## config.mk

```make
export PLATFORM = sky130hd
export DESIGN_NAME = fc_train_ctrl
export DESIGN_NICKNAME = d
export VERILOG_FILES = /design/src/rtl/fc_ctrl_pkg.sv /design/src/rtl/fc_port_mux.sv /design/src/rtl/fc_train_ctrl.sv
export SDC_FILE = /design/constraint.sdc
export NUM_CORES = 1
export LEC_CHECK = 0
export ABC_AREA = 1
export CAP_MARGIN = 10
export CORE_UTILIZATION = 49
export CTS_CLUSTER_DIAMETER = 50
export DETAILED_ROUTE_END_ITERATION = 8
export GPL_ROUTABILITY_DRIVEN = 0
export PLACE_DENSITY = 0.87
export SYNTH_ARGS = -nofsm -noshare
export SYNTH_HDL_FRONTEND = slang
export SYNTH_SLANG_ARGS = --single-unit
```

## constraint.sdc

```tcl
create_clock -name clk -period 2 [get_ports clk]
set_input_delay 0.2 -clock clk [delete_from_list [all_inputs] [get_ports clk]]
set_output_delay 0.2 -clock clk [all_outputs]
set_load 0.02 [all_outputs]
```

## src/rtl/fc_ctrl_pkg.sv

```systemverilog
// Shared types and constants for the FC training-step controller:
// state enum, memory bank-select encodings and default geometry.
package fc_ctrl_pkg;

  typedef enum logic [2:0] {
    ST_IDLE  = 3'd0,
    ST_LOAD  = 3'd1,
    ST_FC1   = 3'd2,
    ST_FC2   = 3'd3,
    ST_LABEL = 3'd4,
    ST_BACK  = 3'd5,
    ST_FIN   = 3'd6
  } fc_state_e;

  // {fc1_com_end, fc2_com_end}
  localparam logic [1:0] BANK_FRONT = 2'b00;
  localparam logic [1:0] BANK_MID   = 2'b10;
  localparam logic [1:0] BANK_BACK  = 2'b11;

  localparam int DEF_FRT_CELL    = 32;
  localparam int DEF_MID_CELL    = 20;
  localparam int DEF_BCK_CELL    = 10;
  localparam int DEF_TIMEOUT_CYC = 4096;
  localparam logic [15:0] DEF_TARGET_VAL = 16'h0600;

  function automatic logic [1:0] bank_sel(input fc_state_e st);
    case (st)
      ST_FC2:                    return BANK_MID;
      ST_LABEL, ST_BACK, ST_FIN: return BANK_BACK;
      default:                   return BANK_FRONT;
    endcase
  endfunction

endpackage

```

## src/rtl/fc_port_mux.sv

```systemverilog
// FC memory port arbitration: the controller's registered write port owns
// the memory except during the FC1/FC2 engine phases.
module fc_port_mux
  import fc_ctrl_pkg::*;
(
  input  fc_state_e   state,
  input  logic        ctl_we,
  input  logic [15:0] ctl_data,
  input  logic [15:0] ctl_addr,
  input  logic        eng_we,
  input  logic [15:0] eng_data,
  input  logic [15:0] eng_addr,
  output logic        mem_we,
  output logic [15:0] mem_data,
  output logic [15:0] mem_addr
);

  // The last conv beat is written in the first FC1 cycle; the controller
  // port keeps priority while it drains, then the engine passes through.
  always_comb begin
    mem_we   = ctl_we;
    mem_data = ctl_data;
    mem_addr = ctl_addr;
    if ((state == ST_FC1 || state == ST_FC2) && !ctl_we) begin
      mem_we   = eng_we;
      mem_data = eng_data;
      mem_addr = eng_addr;
    end
  end

endmodule

```

## src/rtl/fc_train_ctrl.sv

```systemverilog
// Sequencer for one FC training step: load conv results, run the two FC
// engines, write the one-hot target vector, then collect the propagated
// error beats for the conv stage.
// Optional watchdog on FC1/FC2/BACK: define FC_CTRL_TIMEOUT_EN.
//
//   state | meaning
//   IDLE  | waiting for start
//   LOAD  | accepting FRT_CELL conv beats into FC memory bank 00
//   FC1   | first FC engine running, engine owns memory port
//   FC2   | second FC engine running, bank 10
//   LABEL | writing BCK_CELL target words into bank 11
//   BACK  | backward pass, capturing error beats in index order
//   FIN   | one-cycle completion, done pulse
module fc_train_ctrl
  import fc_ctrl_pkg::*;
#(
  parameter int          FRT_CELL    = DEF_FRT_CELL,
  parameter int          MID_CELL    = DEF_MID_CELL,
  parameter int          BCK_CELL    = DEF_BCK_CELL,
  parameter logic [15:0] TARGET_VAL  = DEF_TARGET_VAL,
  parameter int          TIMEOUT_CYC = DEF_TIMEOUT_CYC
) (
  input  logic        clk,
  input  logic        reset,
  input  logic        start,
  input  logic [3:0]  label,
  input  logic        conv_valid,
  input  logic [15:0] conv_data,
  output logic        conv_ready,
  output logic        fc1_start,
  output logic        fc2_start,
  input  logic        fc1_done,
  input  logic        fc2_done,
  input  logic        eng_we,
  input  logic [15:0] eng_data,
  input  logic [15:0] eng_addr,
  output logic        mem_we,
  output logic [15:0] mem_data,
  output logic [15:0] mem_addr,
  output logic        fc1_com_end,
  output logic        fc2_com_end,
  output logic        bck_prop_start,
  input  logic        fc_bck_prop_end,
  input  logic [15:0] fc_err_prop,
  input  logic [15:0] fc_err_addr,
  output logic        err_valid,
  output logic [15:0] err_data,
  output logic [15:0] err_addr,
  output logic        busy,
  output logic        done,
  output logic        reject,
  output logic        timeout
);

  localparam logic [15:0] FRT_LAST = 16'(FRT_CELL - 1);
  localparam logic [15:0] FRT_END  = 16'(FRT_CELL);
  localparam logic [15:0] BCK_LAST = 16'(BCK_CELL - 1);
  localparam logic [15:0] BCK_LIM  = 16'(BCK_CELL);
  localparam logic [15:0] LBL_BASE = 16'(2 * BCK_CELL);

  // The label is 4 bits wide, so the output layer cannot exceed 16 cells.
  if (FRT_CELL < 1 || MID_CELL < 1 || BCK_CELL < 1 || BCK_CELL > 16 ||
      TIMEOUT_CYC < 1) begin : g_bad_cfg
    $error("fc_train_ctrl: invalid cell count or timeout parameter");
  end

  fc_state_e   state, state_nx;
  logic [15:0] beat_cnt, lbl_cnt, err_cnt;
  logic [3:0]  label_q;
  logic        label_ok;
  logic        ctl_we;
  logic [15:0] ctl_data, ctl_addr;
  logic        wd_expired;

  assign label_ok = ({12'b0, label} < BCK_LIM);

  // State register.
  always_ff @(posedge clk) begin
    if (reset) state <= ST_IDLE;
    else       state <= state_nx;
  end

  // Next-state decode and state-level outputs.
  always_comb begin
    state_nx       = state;
    conv_ready     = 1'b0;
    bck_prop_start = 1'b0;
    done           = 1'b0;
    busy           = (state != ST_IDLE);
    {fc1_com_end, fc2_com_end} = bank_sel(state);
    case (state)
      ST_IDLE: begin
        if (start && label_ok) state_nx = ST_LOAD;
      end
      ST_LOAD: begin
        conv_ready = 1'b1;
        if (conv_valid && beat_cnt == FRT_LAST) state_nx = ST_FC1;
      end
      ST_FC1: begin
        if (fc1_done)        state_nx = ST_FC2;
        else if (wd_expired) state_nx = ST_IDLE;
      end
      ST_FC2: begin
        if (fc2_done)        state_nx = ST_LABEL;
        else if (wd_expired) state_nx = ST_IDLE;
      end
      ST_LABEL: begin
        if (lbl_cnt == BCK_LAST) state_nx = ST_BACK;
      end
      ST_BACK: begin
        bck_prop_start = 1'b1;
        if (fc_bck_prop_end && err_cnt == FRT_END) state_nx = ST_FIN;
        else if (wd_expired)                       state_nx = ST_IDLE;
      end
      ST_FIN: begin
        done     = 1'b1;
        state_nx = ST_IDLE;
      end
      default: state_nx = ST_IDLE;
    endcase
  end

  // Registered write port, error capture, counters and status pulses.
  always_ff @(posedge clk) begin
    if (reset) begin
      beat_cnt  <= '0;
      lbl_cnt   <= '0;
      err_cnt   <= '0;
      label_q   <= '0;
      ctl_we    <= 1'b0;
      ctl_data  <= '0;
      ctl_addr  <= '0;
      err_valid <= 1'b0;
      err_data  <= '0;
      err_addr  <= '0;
      reject    <= 1'b0;
      fc1_start <= 1'b0;
      fc2_start <= 1'b0;
    end else begin
      ctl_we    <= 1'b0;
      ctl_data  <= '0;
      ctl_addr  <= '0;
      err_valid <= 1'b0;
      err_data  <= '0;
      err_addr  <= '0;
      reject    <= (state == ST_IDLE) && start && !label_ok;
      fc1_start <= (state != ST_FC1) && (state_nx == ST_FC1);
      fc2_start <= (state != ST_FC2) && (state_nx == ST_FC2);
      case (state)
        ST_IDLE: begin
          beat_cnt <= '0;
          lbl_cnt  <= '0;
          err_cnt  <= '0;
          if (start && label_ok) label_q <= label;
        end
        ST_LOAD: begin
          if (conv_valid) begin
            ctl_we   <= 1'b1;
            ctl_data <= conv_data;
            ctl_addr <= beat_cnt;
            beat_cnt <= beat_cnt + 16'd1;
          end
        end
        ST_LABEL: begin
          ctl_we   <= 1'b1;
          ctl_addr <= LBL_BASE + lbl_cnt;
          ctl_data <= (lbl_cnt == {12'b0, label_q}) ? TARGET_VAL : 16'h0000;
          lbl_cnt  <= lbl_cnt + 16'd1;
        end
        ST_BACK: begin
          // Beats past the last index are not captured.
          if (err_cnt != FRT_END && fc_err_addr == err_cnt) begin
            err_valid <= 1'b1;
            err_data  <= fc_err_prop;
            err_addr  <= err_cnt;
            err_cnt   <= err_cnt + 16'd1;
          end
        end
        default: ;
      endcase
    end
  end

`ifdef FC_CTRL_TIMEOUT_EN
  localparam logic [31:0] WD_LOAD = 32'(TIMEOUT_CYC - 1);

  logic [31:0] wd_cnt;
  logic        wd_state;
  logic        timeout_q;

  assign wd_state   = (state == ST_FC1) || (state == ST_FC2) || (state == ST_BACK);
  assign wd_expired = wd_state && (wd_cnt == '0);
  assign timeout    = timeout_q;

  // Watchdog down-counter, reloaded on every state change.
  always_ff @(posedge clk) begin
    if (reset) begin
      wd_cnt    <= '0;
      timeout_q <= 1'b0;
    end else begin
      timeout_q <= wd_expired && (state_nx == ST_IDLE);
      if (state_nx != state)             wd_cnt <= WD_LOAD;
      else if (wd_state && wd_cnt != '0) wd_cnt <= wd_cnt - 32'd1;
    end
  end
`else
  assign wd_expired = 1'b0;
  assign timeout    = 1'b0;
`endif

  fc_port_mux u_port_mux (
    .state    (state),
    .ctl_we   (ctl_we),
    .ctl_data (ctl_data),
    .ctl_addr (ctl_addr),
    .eng_we   (eng_we),
    .eng_data (eng_data),
    .eng_addr (eng_addr),
    .mem_we   (mem_we),
    .mem_data (mem_data),
    .mem_addr (mem_addr)
  );

endmodule

```

; After elaboration in Yosys (flattened, before gate mapping)
; Index checks and enable logic that the tools add are counted.
[word_totals]
register_bits = 124
latch_bits = 0
mem_bits_rw = 0
mem_bits_ro = 0
inputBits = 92
output_inout_bits = 76
word_cells = 89
memories = 0
[classes]
addsub = 4
n_mul = 0
n_div = 0
magnitude_cmp = 1
n_eq_ne = 18
n_shift = 0
n_mux = 27
bitwise_logic = 2
reduce_logical = 23
[op_table]
columns = op, count
row1 = $pmux 16 s2, 5
row2 = $mux 16, 6
row3 = $add 16x1->16 const B, 3
row4 = $mux 3, 6
row5 = $pmux 3 s6, 1
row6 = $add 5x16->16 const A, 1
row7 = $eq 16x16->1, 1
row8 = $eq 16x4->1, 1
row9 = $eq 16x4->1 const B, 1
row10 = $eq 16x5->1 const B, 1
row11 = $eq 16x6->1 const B, 1
row12 = $ne 16x6->1 const B, 1
row13 = $eq 3x2->1 const B, 4
row14 = $mux 11, 1
row15 = $eq 3x3->1 const B, 3
row16 = $logic_and 1x1->1, 9
row17 = $mux 1, 6
row18 = $ne 3x2->1 const B, 2
row19 = $reduce_and 2->1, 3
row20 = $reduce_bool 2->1, 3
row21 = $reduce_or 3->1, 2
row22 = $lt 4x4->1 const B, 1
row23 = $ne 2x2->1 const B, 2
row24 = $pmux 2 s2, 1
row25 = other kinds (8), 10

; Logic depth before layout (Yosys ltp)
[depth]
word_depth = 6
ltp_mapped = 12
ltp_nobuf = 12

; Modules after synthesis
; From an unflattened synthesis, not the netlist that was laid out.
[hier_totals]
hier_cells = 927
area_unflattened_um2 = 6351.1
[modules_own_cells]
columns = mod, instances, cells_each, area_each_um2, seq_area_each_um2
row1 = fc_train_ctrl, 1, 813, 5781.8, 2482.4
row2 = fc_port_mux, 1, 114, 569.3, 0.0

; Worst setup path after synthesis
; Ideal clock, no wire load.
[synth_path]
path_type = flip-flop to flip-flop
from = reg state[0]
to = reg beat_cnt[10]
setup_time_ns = 0.119
arrival_ns = 1.530
required_ns = 1.881
setup_slack_ns = 0.350
path_stages_with_launch = 10
n_path_buf = 0
synth_period_minus_slack_ns = 1.650
path_cell_list = dfxtp_1 > inv_2 > nor3_4 > nand2_4 > nand2_2 > nand2_1 > nor2_1 > nand2_1 > o21ai_0 > a21oi_1
[synth_between]
elab_chain_len = 3
word_cells_on_any_way = 6
classes_between = eq/ne (2) / mux (1) / reduce/logical (3)
[synth_lines]
columns = item, line
row1 = "start, declared", fc_train_ctrl.sv:67  ; fc_state_e state, state_nx;
row2 = "start signal, assigned", fc_train_ctrl.sv:80  ; else state <= state_nx;
row3 = $eq 3x1->1 or $logic_not 3->1 (tied branches), fc_train_ctrl.sv:149  ; case (state)
row4 = $ne 2x2->1 (no source line) or $reduce_bool 2->1 (tied branches), n/a
row5 = $reduce_and 2->1 (no source line), n/a
row6 = "end signal, assigned", fc_train_ctrl.sv:161  ; beat_cnt <= beat_cnt + 16'd1;
row7 = "end, declared", fc_train_ctrl.sv:68  ; logic [15:0] beat_cnt, lbl_cnt, err_cnt;
; Several ways; a longest one is shown, not always the timed one.
; A chain may end at the register's enable or synchronous reset.

; Worst setup path in the final report
[layout_path]
from = reg state[2]
to = out mem_data[13]
[layout_between]
elab_chain_len = 4
word_cells_on_any_way = 5
classes_between = eq/ne (2) / mux (1) / reduce/logical (2)
[layout_lines]
columns = item, line
row1 = $eq 3x2->1, fc_port_mux.sv:24  ; if ((state == ST_FC1 || state == ST_FC2) && !ctl_we) begin
row2 = $logic_or 1x1->1 *, fc_port_mux.sv:24
row3 = $logic_and 1x1->1 *, fc_port_mux.sv:24
row4 = $mux 16 *, fc_port_mux.sv:24
row5 = "end, declared", fc_train_ctrl.sv:38  ; output logic [15:0] mem_data,
; Every way passes the cells marked *; elsewhere a longest branch is shown, timed or not.

==> results.sh <==
export IMPL_run_status="finished with violations"
export IMPL_violations_in_the_final_reports="negative setup slack"
export IMPL_min_delay_path_depth=2
export IMPL_cts_tree="built"
export IMPL_drt_antenna_violating_nets=0
export IMPL_global_route_overflow_total=0
export IMPL_number_of_global_route_vias_before_repair=6438
export IMPL_postSynthNetCount=971
export IMPL_fp_dieArea_um2=13000
export IMPL_areaGrowthSynthToFinish_pct=43.2
export IMPL_setup_ws_ns=-0.00727
export IMPL_fp_dieH_um=114
export IMPL_crit_arrival_ns=1.81
export IMPL_max_slew_margin_rel_pct=64.7
export IMPL_cts_hold_repair_buffers=0
export IMPL_num_rows=40
export IMPL_clkTransAtPathRegs_ns=0.06
export IMPL_fillCellCount=834
export IMPL_mappedNetlistArea_um2=6160
export IMPL_drt_drc_violations_left=0
export IMPL_core_area_um2=12100
export IMPL_worstReg2RegStart="state[1]"
export IMPL_max_cap_viols=0
export IMPL_power_density_nw_per_um2=688
export IMPL_hold_end="err_cnt[5]"
export IMPL_timing_hold_worst_class="in2reg"
export IMPL_final_period_minus_worst_setup_slack_ns=2.01
export IMPL_drtPass1Iterations=5
export IMPL_first_pass_grt_wire_length_um=31400
export IMPL_i_o_pins=168
export IMPL_tritoncts_num_buffers=17
export IMPL_worst_setup_path_end_kind="primary output"
export IMPL_finalMaxSlewViolations=0
export IMPL_synth_sequential_area_ratio_pct=40.3
export IMPL_power_leakage_nw=3.73
export IMPL_yosysUniqueCellTypes=40
export IMPL_min_from="reset"
export IMPL_finalCritPeriodShare_pct=100
export IMPL_post_dp_hpwl_um=13700
export IMPL_root_buffer="clkbuf_16"
export IMPL_worstSkewPairLatency_ns=0.42
export IMPL_multi_input_comb_area_um2=3130
export IMPL_maxClockFrequency_mhz=498
export IMPL_die_width_um=114
export IMPL_tightest_slew_ns=0.529
export IMPL_cts_buffer_depth=2
export IMPL_dominantRegCellSynth="dfxtp_1"
export IMPL_cts_sinks=124
export IMPL_finClkSkew_ns=0.00703
export IMPL_port_buffers=166
export IMPL_fin_worst_hold_slack_ns=0.215
export IMPL_r2r_worst_path_cells=7
export IMPL_pin_count_of_the_biggest_net_entering_global_routing=39
export IMPL_antenna_diodes=0
export IMPL_yosys_register_bits=124
export IMPL_r2r_end="ctl_data[10]"
export IMPL_cts_htree_levels=4
export IMPL_edff_count_synth=0
export IMPL_report_power_total_mw=6.07
export IMPL_timing_critical_path_required_ns=1.80
export IMPL_register_area_um2=2490
export IMPL_vias_per_cell=5.53
export IMPL_grt_antenna_before_repair=0
export IMPL_initialDrtViolationCount=949
export IMPL_timing_reg2reg_setup_slack_ns=0.08
export IMPL_crit_fanout=8
export IMPL_crit_path_start_kind="flip-flop"
export IMPL_hold_violations=0
export IMPL_yosysWarnings=0
export IMPL_totalWireLength_um=21000
export IMPL_fin_nets=1171
export IMPL_post_synth_cell_area_avg_um2=7.07
export IMPL_initial_utilization_pct=50.9
export IMPL_grt_setup_unrepaired="true"
export IMPL_timing_final_setup_violations=1
export IMPL_synth_cells=872
export IMPL_drive_gt1_share_pct=15.6
export IMPL_placedCellCount=1204
export IMPL_synth_async_reset_ratio_pct=0
export IMPL_timing_worst_setup_path_type="reg2out"
export IMPL_wire_per_inst_um=16.7
export IMPL_ir_drop_v=0.000541
export IMPL_finish_cell_count_without_fillers=1253
export IMPL_grt_util_all_layers_pct=30.9
export IMPL_dr_total_vias=6931
cells by family (layout without fill, tap and decap cells):
family,Yosys count,in the layout,share of synthesized area (%)
simple gates,446,446,31.2
buf+inv,140,353,9.40
flops,124,124,40.3
compound gates,106,106,9.48
mux,32,32,5.85
xor+xnor,16,16,2.27
fa+ha+maj,7,7,1.42
other cells,1,1,0.0609
per-layer routing:
layer | track usage (%) | part of all wire [%] | vias up
li1 | - | - | 3215
met1 | 36.9 | 38 | 3157
met2 | 51.6 | 49 | 465
met3 | 6.78 | 9.3 | 94
met4 | 17.1 | 4.5 | 0
met5 | 0 | 0 | -
power by group:
part	switching (mW)	internal (mW)	leakage, nW
clock network	1.16	1.91	0.283
logic	0.248	0.248	2.45
registers	0.0157	2.49	1.00
synthesized netlist by cell type, types with 2 or more instances:
library cell | number | share of area (%)
nand2_1 | 188 | 11
nor2_1 | 145 | 8.8
dfxtp_1 | 124 | 40
inv_1 | 108 | 6.6
a21oi_1 | 58 | 4.7
nand3_1 | 47 | 3.8
mux2_2 | 32 | 5.8
nand4_1 | 30 | 3.0
o21ai_0 | 28 | 2.3
nor3_1 | 21 | 1.7
xor2_1 | 13 | 1.8
clkbuf_1 | 12 | 0.73
buf_2 | 8 | 0.65
ha_1 | 7 | 1.4
a22oi_1 | 6 | 0.73
buf_6 | 4 | 0.73
nor2_2 | 4 | 0.41
a211oi_1 | 3 | 0.37
buf_4 | 3 | 0.37
inv_2 | 3 | 0.18
nand2_4 | 3 | 0.55
nor2_4 | 3 | 0.55
xnor2_1 | 3 | 0.43
o211ai_1 | 2 | 0.24
o22ai_1 | 2 | 0.20
stage by stage:
stage	TNS, ns	util, %	worst slack [ns]	area, um2
floorplan	0	-	0.350	6160
global placement	0	66.8	0.126	8090
detailed placement	0	66.8	0.0688	8090
CTS	-0.461	71.5	-0.124	8660
global route	-0.187	72.9	-0.0413	8820
finish	-0.00727	72.9	-0.00727	8820
flip-flops by register name, summed over array words and instances, names as in the netlist:
name,cells
beat_cnt,16
ctl_addr,16
ctl_data,16
ctl_we,1
err_addr,16
err_cnt,16
err_data,16
err_valid,1
fc1_start,1
fc2_start,1
label_q,4
lbl_cnt,16
reject,1
state,3
critical path: stages, from the launching register on:
cell,delay [ns]
dfxtp_2,0.32
inv_2,0.06
nand2_2,0.06
inv_2,0.09
nand2_4,0.09
buf_6,0.14
buf_12,0.14
mux2_4,0.33
buf_4,0.16
worst max-delay path by stage:
stage              from      endpoint  depth (start not counted)
2_1_floorplan  state[0]  beat_cnt[10]                          9
3_3_place_gp   state[2]  mem_data[15]                          7
3_5_place_dp   state[2]   mem_data[5]                          7
4_1_cts        state[2]  mem_addr[10]                          9
5_1_grt        state[2]  mem_data[13]                          8
6_report       state[2]  mem_data[13]                          8
cell type report:
| type | count | area share (%) |
|---|---|---|
| clock buffer | 20 | 5.18 |
| sequential | 124 | 28.2 |
| clock inverter | 12 | 1.55 |
| timing repair buffer | 209 | 22.4 |
| inverter | 112 | 4.79 |
| tap | 168 | 2.38 |
| multi-input combinational | 608 | 35.5 |
cells in the final DEF, fill, tap and decap left out, types with 3 or more instances in the layout:
cell and instances:
nand2_1 186, nor2_1 141, clkdlybuf4s50_1 127, dfxtp_1 120
inv_1 105, a21oi_1 58, nand3_1 47, buf_4 41
nand4_1 30, mux2_2 29, o21ai_0 27, nor3_1 21
clkbuf_16 18, buf_2 17, xor2_1 13, buf_6 13
nor2_2 8, ha_1 7, inv_2 6, a22oi_1 6
dlygate4sd2_1 5, nand2_4 4, dfxtp_2 4, a211oi_1 3
nor2_4 3, mux2_4 3, xnor2_1 3, inv_6 3
clkinvlp_4 3, buf_12 3
timing repair:
item / in CTS / in global routing
setup buffers: 3 / 12
hold endpoints to repair: 0 / 0
setup endpoints to repair: 37 / 38
cloned: 2 / 1
pin swaps: 0 / 3
resized for setup: 133 / 52
No activity file was read; power rests on OpenSTA's default activity.
